<file path="src/rtl/cal_pkg.sv">
`default_nettype none
// ---------------------------------------------------------------------------
// cal_pkg : shared widths, month codes, FSM states and calendar helpers.
// Rev 1.0
// ---------------------------------------------------------------------------
package cal_pkg;

  localparam int MONTH_W = 4;
  localparam int DAY_W   = 5;
  localparam int YEAR_W  = $clog2(3000);

  localparam logic [MONTH_W-1:0] JAN = 4'd1;
  localparam logic [MONTH_W-1:0] FEB = 4'd2;
  localparam logic [MONTH_W-1:0] MAR = 4'd3;
  localparam logic [MONTH_W-1:0] APR = 4'd4;
  localparam logic [MONTH_W-1:0] MAY = 4'd5;
  localparam logic [MONTH_W-1:0] JUN = 4'd6;
  localparam logic [MONTH_W-1:0] JUL = 4'd7;
  localparam logic [MONTH_W-1:0] AUG = 4'd8;
  localparam logic [MONTH_W-1:0] SEP = 4'd9;
  localparam logic [MONTH_W-1:0] OCT = 4'd10;
  localparam logic [MONTH_W-1:0] NOV = 4'd11;
  localparam logic [MONTH_W-1:0] DEC = 4'd12;

  typedef enum logic [1:0] {
    IDLE  = 2'd0,
    CHECK = 2'd1,
    APPLY = 2'd2
  } fsm_state_t;

  function automatic logic is_leap(input logic [YEAR_W-1:0] year);
    return ((year % 12'd400) == '0) ||
           ((year[1:0] == 2'b00) && ((year % 12'd100) != '0));
  endfunction

  // Out-of-range month codes fall into the 31-day default; validation rejects them.
  function automatic logic [DAY_W-1:0] days_in_month(input logic [MONTH_W-1:0] month,
                                                     input logic [YEAR_W-1:0]  year);
    case (month)
      FEB:                return is_leap(year) ? 5'd29 : 5'd28;
      APR, JUN, SEP, NOV: return 5'd30;
      default:            return 5'd31;
    endcase
  endfunction

endpackage
`default_nettype wire

</file>
<file path="src/rtl/cal_days_in_month.sv">
`default_nettype none
// ---------------------------------------------------------------------------
// cal_days_in_month : combinational month-length lookup for a month/year pair.
// Rev 1.0
// ---------------------------------------------------------------------------
module cal_days_in_month
  import cal_pkg::*;
(
  input  logic [MONTH_W-1:0] month,
  input  logic [YEAR_W-1:0]  year,
  output logic [DAY_W-1:0]   days
);

  assign days = days_in_month(month, year);

endmodule
`default_nettype wire

</file>
<file path="src/rtl/cal_date_cnt.sv">
`default_nettype none
// ---------------------------------------------------------------------------
// cal_date_cnt : year/month/day counter with day-tick advance and checked
// user writes. Optional weekday tracking when CAL_WEEKDAY_EN is defined.
// Rev 1.0
// ---------------------------------------------------------------------------
module cal_date_cnt
  import cal_pkg::*;
#(
  parameter int          YEAR_W    = $clog2(3000),
  parameter int unsigned MIN_YEAR  = 2000,
  parameter int unsigned MAX_YEAR  = 2999,
  parameter int unsigned RST_YEAR  = 2000,
  parameter int unsigned RST_MONTH = 1,
`ifdef CAL_WEEKDAY_EN
  parameter int unsigned RST_WEEKDAY = 5,
`endif
  parameter int unsigned RST_DAY   = 1
)(
  input  logic              clk_i,
  input  logic              rst_i,
  input  logic              day_tick_i,
  input  logic              set_valid_i,
  output logic              set_ready_o,
  input  logic [YEAR_W-1:0] set_year_i,
  input  logic [3:0]        set_month_i,
  input  logic [4:0]        set_day_i,
  output logic              set_err_o,
  output logic [YEAR_W-1:0] year_o,
  output logic [3:0]        month_o,
  output logic [4:0]        day_o,
`ifdef CAL_WEEKDAY_EN
  input  logic [2:0]        set_weekday_i,
  output logic [2:0]        weekday_o,
`endif
  output logic              date_upd_o
);

  localparam logic [YEAR_W-1:0]  c_min_year  = YEAR_W'(MIN_YEAR);
  localparam logic [YEAR_W-1:0]  c_max_year  = YEAR_W'(MAX_YEAR);
  localparam logic [YEAR_W-1:0]  c_rst_year  = YEAR_W'(RST_YEAR);
  localparam logic [MONTH_W-1:0] c_rst_month = MONTH_W'(RST_MONTH);
  localparam logic [DAY_W-1:0]   c_rst_day   = DAY_W'(RST_DAY);

  fsm_state_t         r_state;
  logic               r_ready;
  logic               r_upd;
  logic [YEAR_W-1:0]  r_year,  r_cap_year;
  logic [MONTH_W-1:0] r_month, r_cap_month;
  logic [DAY_W-1:0]   r_day,   r_cap_day;
  logic [DAY_W-1:0]   w_cur_dim, w_cap_dim;
  logic               w_accept;
  logic               w_wday_ok;
  logic               w_cap_ok;

  cal_days_in_month u_cur_dim (.month(r_month),     .year(r_year),     .days(w_cur_dim));
  cal_days_in_month u_cap_dim (.month(r_cap_month), .year(r_cap_year), .days(w_cap_dim));

`ifdef CAL_WEEKDAY_EN
  localparam logic [2:0] c_rst_wday = 3'(RST_WEEKDAY);
  logic [2:0] r_wday, r_cap_wday;
  assign w_wday_ok = (r_cap_wday <= 3'd6);
  assign weekday_o = r_wday;
`else
  assign w_wday_ok = 1'b1;
`endif

  assign w_accept = set_valid_i & r_ready;
  assign w_cap_ok = (r_cap_year >= c_min_year) && (r_cap_year <= c_max_year) &&
                    (r_cap_month >= JAN) && (r_cap_month <= DEC) &&
                    (r_cap_day != '0) && (r_cap_day <= w_cap_dim) && w_wday_ok;

  // Reject pulse is decoded from CHECK and the captured registers so it lands
  // one cycle after the handshake; it never depends on live inputs.
  assign set_err_o   = (r_state == CHECK) && !w_cap_ok;
  assign set_ready_o = r_ready;
  assign date_upd_o  = r_upd;
  assign year_o      = r_year;
  assign month_o     = r_month;
  assign day_o       = r_day;

  always_ff @(posedge clk_i) begin
    if (rst_i) begin
      r_state     <= IDLE;
      r_ready     <= 1'b1;
      r_upd       <= 1'b0;
      r_year      <= c_rst_year;
      r_month     <= c_rst_month;
      r_day       <= c_rst_day;
      r_cap_year  <= '0;
      r_cap_month <= '0;
      r_cap_day   <= '0;
`ifdef CAL_WEEKDAY_EN
      r_wday      <= c_rst_wday;
      r_cap_wday  <= '0;
`endif
    end else begin
      r_upd <= 1'b0;
      case (r_state)
        IDLE: begin
          if (w_accept) begin
            r_cap_year  <= set_year_i;
            r_cap_month <= set_month_i;
            r_cap_day   <= set_day_i;
`ifdef CAL_WEEKDAY_EN
            r_cap_wday  <= set_weekday_i;
`endif
            r_ready     <= 1'b0;
            r_state     <= CHECK;
          end else if (day_tick_i) begin
            r_upd <= 1'b1;
`ifdef CAL_WEEKDAY_EN
            r_wday <= (r_wday >= 3'd6) ? 3'd0 : r_wday + 3'd1;
`endif
            if (r_day < w_cur_dim) begin
              r_day <= r_day + DAY_W'(1);
            end else begin
              r_day <= DAY_W'(1);
              if (r_month >= DEC) begin
                r_month <= JAN;
                r_year  <= (r_year >= c_max_year) ? c_min_year : r_year + YEAR_W'(1);
              end else begin
                r_month <= r_month + MONTH_W'(1);
              end
            end
          end
        end
        // Outputs load on the way into APPLY so they are valid while in APPLY.
        CHECK: begin
          if (w_cap_ok) begin
            r_year  <= r_cap_year;
            r_month <= r_cap_month;
            r_day   <= r_cap_day;
`ifdef CAL_WEEKDAY_EN
            r_wday  <= r_cap_wday;
`endif
            r_upd   <= 1'b1;
            r_state <= APPLY;
          end else begin
            r_ready <= 1'b1;
            r_state <= IDLE;
          end
        end
        APPLY: begin
          r_ready <= 1'b1;
          r_state <= IDLE;
        end
        default: begin
          r_ready <= 1'b1;
          r_state <= IDLE;
        end
      endcase
    end
  end

endmodule
`default_nettype wire

</file>
<file path="config.mk">
export PLATFORM = sky130hd
export DESIGN_NAME = cal_date_cnt
export DESIGN_NICKNAME = d
export VERILOG_FILES = /design/src/rtl/cal_pkg.sv /design/src/rtl/cal_days_in_month.sv /design/src/rtl/cal_date_cnt.sv
export SDC_FILE = /design/constraint.sdc
export NUM_CORES = 1
export LEC_CHECK = 0
export ABC_AREA = 1
export CAP_MARGIN = 25
export CELL_PAD_IN_SITES_DETAIL_PLACEMENT = 1
export CELL_PAD_IN_SITES_GLOBAL_PLACEMENT = 1
export CORE_AREA = 8 8 110 112
export CTS_CLUSTER_DIAMETER = 30
export DETAILED_ROUTE_END_ITERATION = 12
export DIE_AREA = 0 0 118 120
export DONT_BUFFER_PORTS = 1
export PLACE_DENSITY = 0.72
export SLEW_MARGIN = 20
export SYNTH_ARGS = -nofsm -noshare
export SYNTH_HDL_FRONTEND = slang
export SYNTH_SLANG_ARGS = --single-unit
</file>
<file path="constraint.sdc">
create_clock -name clk_i -period 4.9 [get_ports clk_i]
set_input_delay 0.49 -clock clk_i [delete_from_list [all_inputs] [get_ports clk_i]]
set_output_delay 0.49 -clock clk_i [all_outputs]
set_load 0.01 [all_outputs]
</file>
==> impl_metrics.csv <==
group,metric,value,unit
outcome,outcome,"finished, violations left",
outcome,violations,"negative setup slack",
critical_path,crit_path_start_kind,"flop",
pwr,seqPwrFrac,0.272,
yosys,async_flop_share,0,
final_layout,mostFrequentLayoutCell,"nand2_1",
pwr,p_per_area,312.6,nW/um2
clocking,clk_pin_slew_worst_paths,100,ps
yosys,ys_ff_latch,46,
final_layout,final_nets,760,
floorplan,die_h,120,um
placement,post-place-ws,-503.2,ps
detailed_routing,viasPerCell,5.648,
global_route,grt_max_degree,38,
yosys,synthFlopType,"dfxtp_1",
global_route,grt_pass1_wl,23820,um
yosys,synth_enable_flop_cells,0,
sta,finalMaxSlewViolations,0,
detailed_routing,dr_wl_met3,800,um
placement,dp_hpwl,10300,um
sta,finalSetupTns,-18670,ps
yosys,synthesis.nets,708,
floorplan,start_util,0.3860,
detailed_routing,drt_iter0_markers,285,
final_layout,fin_util,0.5000,
floorplan,io_pins,49,
floorplan,die_width,118,um
detailed_routing,highest_layer,"met4",
final_layout,layout-drive-gt1-share,0.2948,
min_path,hp-class,"input port to flop",
sta,fin_ws,-873.6,ps
floorplan,core.rowCount,38,
clocking,clk_latency,320,ps
sta,slew_headroom,0.4140,
final_layout,area_growth,29.52,%
critical_path,end_kind,"output pin",
yosys,syn_area_per_cell,6.027,um2
detailed_routing,drt_wl_total,16680,um
pwr,sw_frac_of_total,0.4773,
critical_path,path_common_cell,"nand2_1",
final_layout,final_cell_mix,"128 x nand2_1, 80 x inv_1, 57 x nor2_1",
pwr,internal-power,0.0008584,W
detailed_routing,wl_met1,6767,um
sta,timing.hold.ws,223.8,ps
critical_path,critPathKind,"flop to output pin",
final_layout,antenna_cells,0,
global_route,grt.total_usage,0.1993,
detailed_routing,drcViolationCount,0,
detailed_routing,vias,4891,
global_route,antenna_found_initial,0,
clocking,numCtsBuffers,5,
floorplan,design.core.area,10510,um2
detailed_routing,ant_nets,0,
yosys,yosys_warnings,0,
clocking,cts-root-buf,"clkbuf_8",
sta,finalSetupViolCount,25,
pwr,leakage,2.515,nW
yosys,ys_seq_area_frac,0.2270,
pwr,netSwitchingPower,0.0007840,W
clocking,tritoncts,"done",
critical_path,arrival,5280,ps
critical_path,slowest_stage,"dfxtp_4",
detailed_routing,firstDrtPassIters,5,
sta,rsz0062_at_grt,"true",
yosys,post_synth_inst_count,673,
sta,min_period,5774,ps
detailed_routing,wl_met2,8634,um
clocking,cts_buffer_depth,2,
critical_path,slowest_delay,380,ps
global_route,overflow,0,
pwr,comb_power_share,0.573,
pwr,p_clk_frac,0.155,
sta,hold_violations,0,
sta,fmax,0.1732,GHz
global_route,grt_pass1_vias,4884,
clocking,cts_max_level,2,
placement,place_congestion,0.8485,
sta,finalClockSkew,9.682,ps
yosys,yosys.cell_types.count,50,
critical_path,required,4410,ps
clocking,cts_num_sinks,46,
sta,worst-slew-pin-transition,873.7,ps
detailed_routing,wl_per_cell,19.26,um
sta,timing.final.crit_share,1.178,
placement,io_buffers,0,
critical_path,path_max_fanout,6,
floorplan,die-area,14160,um2
yosys,syn_area,4056,um2
pwr,vdd.ir_drop.worst,0.0002303,V
run,cap_violations,0,
## timing repair
action | CTS | global route
hold endpoints to repair | 0 | 0
gates resized for setup | 46 | 88
endpoints found under the setup margin | 25 | 25
pin swaps | 24 | 51
hold buffers | 0 | 0
buffers inserted | 20 | 14
## cell families after synthesis
logic type,Yosys count,share of synthesized area
AOI/OAI and AO/OA,137,0.1959
xor gates and xnor gates,10,0.02344
adders and majority gates,10,0.03085
buffers and inverters,111,0.1083
DFF,46,0.2270
and+or+nand+nor,359,0.4146
## cell usage after synthesis, types with 2 or more instances
master | n | area share
a21boi_1 | 2 | 0.0037
a21oi_1 | 48 | 0.059
a21oi_2 | 2 | 0.0043
a22oi_1 | 3 | 0.0056
a31oi_1 | 3 | 0.0046
a32oi_1 | 2 | 0.0043
buf_4 | 3 | 0.0056
clkbuf_1 | 11 | 0.010
clkinv_1 | 3 | 0.0028
dfxtp_1 | 46 | 0.23
ha_1 | 10 | 0.031
inv_1 | 83 | 0.077
inv_2 | 8 | 0.0074
nand2_1 | 163 | 0.15
nand2_2 | 23 | 0.035
nand2_4 | 5 | 0.014
nand3_1 | 64 | 0.079
nand3_2 | 2 | 0.0049
nand3_4 | 2 | 0.0086
nand3b_1 | 7 | 0.013
nand4_1 | 12 | 0.019
nand4_2 | 2 | 0.0062
nor2_1 | 69 | 0.064
nor2_2 | 2 | 0.0031
nor2_4 | 2 | 0.0056
nor3_1 | 4 | 0.0049
o2111ai_1 | 5 | 0.011
o211ai_1 | 2 | 0.0037
o21ai_0 | 47 | 0.058
o21ai_1 | 8 | 0.0099
o22ai_1 | 4 | 0.0062
xnor2_1 | 2 | 0.0043
xor2_1 | 7 | 0.015
## worst max-delay path, delay by kind of cell, from the launching register on
| kind | cells | cell delay [ps] |
|---|---|---|
| compound gates | 7 | 1060 |
| xor+xnor | 1 | 280 |
| fa+ha+maj | 1 | 230 |
| buf+inv | 4 | 560 |
| flops | 1 | 380 |
| simple gates | 28 | 2460 |
## registers in the layout, indices dropped and copies added, names as in the netlist
| name | flops |
|---|---|
| r_cap_day | 5 |
| set_ready_o | 1 |
| r_cap_month | 4 |
| year_o | 12 |
| month_o | 4 |
| date_upd_o | 1 |
| r_state | 2 |
| day_o | 5 |
| r_cap_year | 12 |
## worst paths after layout
check | slack, ps | start | depth (start not counted) | to
worst max register to register | -870 | r_cap_year[7]$_SDFFE_PP0P_ | 48 | year_o[11]$_SDFFE_PP0P_
worst min register to register | 570 | r_cap_day[2]$_SDFFE_PP0P_ | 2 | r_cap_day[2]$_SDFFE_PP0P_
worst min-delay path | 220 | rst_i | 1 | date_upd_o$_SDFF_PP0_
worst max-delay path | -870 | r_cap_year[7]$_SDFFE_PP0P_ | 41 | set_err_o
## cell type report
type / instances / area, um2
Clock buffer: 5 / 68.82
Clock inverter: 3 / 25.02
Fill cell: 1375 / 5254
Inverter: 95 / 361.6
Multi-Input combinational cell: 516 / 3176
Sequential cell: 46 / 930.9
Tap cell: 140 / 175.2
Timing Repair Buffer: 61 / 516.7
## power by group through the flow
stage                     logic (W)  clock network, W  registers, W
after floorplan            0.000430                 0      0.000437
after global placement     0.000563                 0      0.000447
after detailed placement   0.000598                 0      0.000448
after CTS                  0.000705          0.000259      0.000441
after global routing        0.00101          0.000270      0.000449
final                      0.000941          0.000255      0.000446
## layer usage
layer,GRT usage,up-vias
li1,-,2325
met1,0.2271,2380
met2,0.3666,152
met3,0.03288,34
met4,0.07446,0
met5,0,-
## stage by stage
| stage | std cells | instance area, um2 | power (W) |
|---|---|---|---|
| after floorplan | 673 | 4070 | 0.0008665 |
| after global placement | 823 | 4359 | 0.001010 |
| after detailed placement | 824 | 4387 | 0.001046 |
| after CTS | 852 | 4792 | 0.001405 |
| after global routing | 866 | 5254 | 0.001725 |
| final | 866 | 5254 | 0.001642 |
Power figures use the tool's default switching activity.
